<file path="config.mk">
export PLATFORM = sky130hd
export DESIGN_NAME = inst_loader
export DESIGN_NICKNAME = d
export VERILOG_FILES = /design/src/rtl/inst_loader.sv
export SDC_FILE = /design/constraint.sdc
export NUM_CORES = 1
export LEC_CHECK = 0
export CORE_MARGIN = 2
export CORE_UTILIZATION = 55
export CTS_BUF_LIST = sky130_fd_sc_hd__clkbuf_4
export DETAILED_ROUTE_END_ITERATION = 10
export GPL_ROUTABILITY_DRIVEN = 0
export PLACE_DENSITY = 0.85
export SYNTH_ARGS = -nofsm -noshare
export SYNTH_HDL_FRONTEND = slang
export SYNTH_SLANG_ARGS = --single-unit
export TNS_END_PERCENT = 1
</file>
<file path="constraint.sdc">
create_clock -name clk -period 3.3 [get_ports clk]
set_clock_uncertainty 0.05 [all_clocks]
set_input_delay 0.99 -clock clk [delete_from_list [all_inputs] [get_ports clk]]
set_output_delay 0.99 -clock clk [all_outputs]
set_load 0.005 [all_outputs]
</file>
<file path="src/rtl/inst_loader.sv">
// Boot-time instruction loader: parses a length/payload/checksum byte frame, writes
// big-endian words to instruction memory and releases the processor on a good frame.
module inst_loader #(
    parameter int          DEPTH     = 256,
    parameter logic [31:0] BASE_ADDR = 32'h0000_0000
) (
    input  logic        clk,
    input  logic        rst_n,
    input  logic        in_valid,
    output logic        in_ready,
    input  logic [7:0]  in_data,
    output logic        mem_we,
    output logic [31:0] mem_addr,
    output logic [31:0] mem_wdata,
    output logic        cpu_run,
    output logic        err,
    output logic [15:0] word_count
);

    typedef enum logic [2:0] {
        S_LEN_HI,
        S_LEN_LO,
        S_DATA,
        S_CHK,
        S_DONE,
        S_ERR
    } state_t;

    localparam logic [16:0] MAX_LEN = 17'(DEPTH);

    state_t      state_q;
    state_t      state_d;
    logic [7:0]  len_hi;
    logic [7:0]  csum;
    logic [1:0]  byte_cnt;
    logic [15:0] word_idx;
    logic [23:0] word_sr;
    logic        xfer;
    logic [15:0] len;
    logic        len_ok;
    logic        last_byte;

    assign in_ready = rst_n && (state_q == S_LEN_HI || state_q == S_LEN_LO ||
                                state_q == S_DATA   || state_q == S_CHK);
    assign xfer     = in_valid && in_ready;
    assign len      = {len_hi, in_data};
    assign len_ok   = (len != 16'd0) && ({1'b0, len} <= MAX_LEN);
    assign last_byte = (byte_cnt == 2'd3) && (word_idx == word_count - 16'd1);
    assign cpu_run  = (state_q == S_DONE);
    assign err      = (state_q == S_ERR);

    // NOTE: every signal assigned in this block gets its default first, so no path
    // through the case can leave it unassigned and infer a latch.
    always_comb begin
        state_d = state_q;
        case (state_q)
            S_LEN_HI: if (xfer) state_d = S_LEN_LO;
            S_LEN_LO: if (xfer) state_d = len_ok ? S_DATA : S_ERR;
            S_DATA:   if (xfer && last_byte) state_d = S_CHK;
            S_CHK:    if (xfer) state_d = (in_data == csum) ? S_DONE : S_ERR;
            S_DONE:   state_d = S_DONE;
            S_ERR:    state_d = S_ERR;
            default:  state_d = S_ERR;
        endcase
    end

    // NOTE: all state uses non-blocking assignments so every register samples the
    // pre-edge values of the others, independent of statement order.
    always_ff @(posedge clk) begin
        if (!rst_n) begin
            state_q    <= S_LEN_HI;
            len_hi     <= '0;
            csum       <= '0;
            byte_cnt   <= '0;
            word_idx   <= '0;
            word_sr    <= '0;
            word_count <= '0;
            mem_we     <= 1'b0;
            mem_addr   <= '0;
            mem_wdata  <= '0;
        end else begin
            state_q <= state_d;
            mem_we  <= 1'b0;
            case (state_q)
                S_LEN_HI: if (xfer) len_hi <= in_data;
                S_LEN_LO: begin
                    if (xfer && len_ok) begin
                        word_count <= len;
                        byte_cnt   <= '0;
                        word_idx   <= '0;
                        csum       <= '0;
                    end
                end
                S_DATA: begin
                    if (xfer) begin
                        csum     <= csum ^ in_data;
                        byte_cnt <= byte_cnt + 2'd1;
                        word_sr  <= {word_sr[15:0], in_data};
                        // The 4th byte completes the word; the write is registered
                        // so the strobe lands one cycle after this transfer.
                        if (byte_cnt == 2'd3) begin
                            mem_we    <= 1'b1;
                            mem_wdata <= {word_sr, in_data};
                            mem_addr  <= BASE_ADDR + {14'd0, word_idx, 2'b00};
                            word_idx  <= word_idx + 16'd1;
                        end
                    end
                end
                default: ;
            endcase
        end
    end

endmodule

</file>
==> impl_metrics.py <==
metrics = {
    "layout": {
        "fill_cells": 792,
        "nNetsFinal": 763,
        "syn_to_final_growth_pct": 20.14,
        "n_antenna_cell": 0,
        "fin_area_um2": 6686,
        "drive_gt1_share_pct": 9.474,
    },
    "sta": {
        "fin_crit_sh_pct": 95.42,
        "drv_slew": 0,
        "hold_slack_ns": 0.4134,
        "min_period_ns": 3.149,
        "max_freq_mhz": 317.6,
        "tightestPinTransition_ns": 1.006,
        "rsz0062_at_grt": "no",
        "setup_violations": 0,
        "tns_ns": 0,
        "max-slew-margin-rel_pct": 32.96,
        "hold_viol_final": 0,
    },
    "synthesis": {
        "synth_area_leader_cell": "dfxtp_1",
        "synth_seq_area_share_pct": 45.32,
        "ys.flop_type": "dfxtp_1",
        "async_flop_share_pct": 0,
        "netlist.area_leader.share_pct": 45.32,
        "avgSynthCellArea_um2": 8.113,
        "yosys_warnings": 0,
        "synth-edff-count": 0,
        "syn_area_um2": 5565,
        "ys_types": 60,
        "synthCells": 686,
        "ys_ff_latch": 126,
        "synthTopCellsByArea": "dfxtp_1 (45%), nand2_1 (11%), a21oi_1 (7.6%)",
    },
    "place": {
        "placed_area_um2": 6410,
        "hpwl_mm": 9.294,
        "io_buffers": 78,
    },
    "grt": {
        "grt_pass1_wl_mm": 22.40,
        "overflow": 0,
        "antenna_found_initial": 0,
        "grt_pass1_vias": 4729,
        "grt_max_degree": 102,
        "grt.total_usage_pct": 25.26,
    },
    "cts": {
        "cts_tree": "built",
        "clk-insertion-delay-late_ns": 0.52,
        "cts_buffer_depth": 2,
        "cts-root-buf": "clkbuf_4",
        "cts.sinks": 126,
        "h-tree-depth": 4,
        "cts.repair.resized": 0,
        "ctsHoldBuffers": 0,
        "post_cts_buffers": 0,
        "numCtsBuffers": 17,
        "path_clk_slew_ns": 0.10,
    },
    "route": {
        "vias": 5061,
        "drt_pass1_iterations": 7,
        "wl_per_cell_um": 15.18,
        "routed_wl_mm": 13.56,
        "drtIter0Drc": 330,
        "ant_nets": 0,
        "viasPerCell": 5.667,
        "drc": 0,
    },
    "min_path": {
        "hold_path_class": "reg2reg",
    },
    "run": {
        "maxCapViolCount": 0,
    },
    "power_and_ir_drop": {
        "power_density_nw_per_um2": 415.0,
        "leakagePower_nw": 2.465,
        "ir_drop_mv": 0.2825,
        "combPwrFrac_pct": 6.8,
        "power.internal_mw": 2.066,
        "clkPwrFrac_pct": 37.5,
        "p_switching_uw": 708.8,
        "p_sw_share_pct": 25.54,
        "p_seq_share_pct": 55.7,
    },
    "critical_path": {
        "start_kind": "input pin",
        "critPathArrivalTime_ns": 2.11,
        "path_class": "in2out",
        "end_kind": "output pin",
        "worstPathRequired_ns": 2.26,
        "crit_fanout": 2,
    },
    "die": {
        "die_w_um": 104.6,
        "ios": 95,
        "start_util_pct": 56.68,
        "core_um2": 9819,
        "die_area_um2": 10940,
        "die_h_um": 104.6,
        "rows": 36,
    },
    "status": {
        "status": "complete, no violations",
    },
}
per-stage QoR:
| stage | util [%] | instances | setup WS [ns] | power (mW) |
|---|---|---|---|---|
| 2_1_floorplan | - | 701 | 0.4099 | 1.721 |
| 4_1_cts | 68.09 | 893 | 0.1470 | 2.778 |
| 5_1_grt | 68.09 | 893 | 0.1292 | 2.872 |
| 3_5_place_dp | 65.28 | 863 | -0.005643 | 1.765 |
| 3_3_place_gp | 65.28 | 863 | 0.1450 | 1.759 |
| 6_report | 68.09 | 893 | 0.1512 | 2.775 |
kinds of logic (layout without fill, tap and decap cells):
kind of cell | after synthesis | in the layout | share of synthesized area (%)
flops | 126 | 126 | 45.32
mux | 18 | 18 | 3.237
other cells | 1 | 16 | 0.06738
compound gates | 126 | 126 | 13.87
simple gates | 301 | 301 | 24.89
buf+inv | 75 | 134 | 6.273
fa+ha+maj | 3 | 3 | 0.6745
xor+xnor | 36 | 36 | 5.665
synth_stat cells, types with 2 or more instances:
master     instances
nand2_1          163
dfxtp_1          126
a21oi_1           84
nor2_1            58
clkbuf_1          41
xnor2_1           22
mux2i_1           18
buf_4             16
xor2_1            14
nor3_1            11
o21ai_0           11
nand4_1           10
a211oi_1           8
and3_1             8
nand3_1            7
buf_1              6
buf_2              6
inv_1              5
nor4_1             5
or3_1              4
a2111oi_2          3
a21o_1             3
a31oi_1            3
ha_1               3
nand2b_1           3
nand4b_1           3
o21a_1             3
or2_2              3
or4_1              3
a211oi_2           2
and3b_1            2
nand3b_1           2
nor2b_1            2
nor3b_1            2
cell usage in the layout, fill, tap and decap left out, types with 4 or more instances in the layout:
cell type,n
clkbuf_4,18
xor2_1,14
a211oi_1,8
conb_1,16
o21ai_0,11
nand2_1,162
a21oi_1,84
inv_1,4
mux2i_1,18
and3_1,8
nor2_1,57
clkdlybuf4s50_1,78
nand4_1,10
clkinv_4,6
or3_1,4
dfxtp_1,126
nor4_1,5
nand3_1,7
buf_4,19
nor3_1,11
xnor2_1,22
worst max-delay path, stage by stage:
cell,delay [ns]
clkdlybuf4s50_1,0.49
inv_2,0.04
nor2_1,0.08
clkdlybuf4s50_1,0.51
registers in the layout, summed over array words and instances, names as in the netlist, 3 cells and up:
| register | cells |
|---|---|
| word_sr | 24 |
| word_idx | 16 |
| mem_addr | 16 |
| csum | 8 |
| len_hi | 8 |
| state_q | 3 |
| word_count | 16 |
| mem_wdata | 32 |
per-layer routing:
metal  vias up  track usage, %  share of wire (%)
met3        34           5.614                5.8
met5         -               0                  0
met2       220           43.42                 50
li1       2416               -                  -
met4         0           10.29                2.5
met1      2391           30.65                 42
final timing paths:
path                  from            to  slack [ns]  cells past startpoint
max                  rst_n      in_ready        0.15                      4
max reg2reg  word_count[0]    state_q[2]        0.55                      9
min           mem_addr[11]  mem_addr[11]        0.41                      2
min reg2reg   mem_addr[11]  mem_addr[11]        0.41                      2
power by group through the flow:
stage	combinational, mW	clock, mW	sequential [mW]
5_1_grt	0.205	1.12	1.55
4_1_cts	0.186	1.05	1.55
2_1_floorplan	0.147	0	1.57
6_report	0.189	1.04	1.55
3_3_place_gp	0.179	0	1.58
3_5_place_dp	0.184	0	1.58
area by class of cell:
type	count	area (um^2)	area share, %
Multi-Input combinational cell	500	2755	41.21
Timing Repair Buffer	98	943.4	14.11
Clock buffer	18	135.1	2.021
Tap cell	133	166.4	2.489
Inverter	6	22.52	0.3368
Clock inverter	12	141.4	2.115
Sequential cell	126	2522	37.72
No activity file was read; power rests on OpenSTA's default activity.
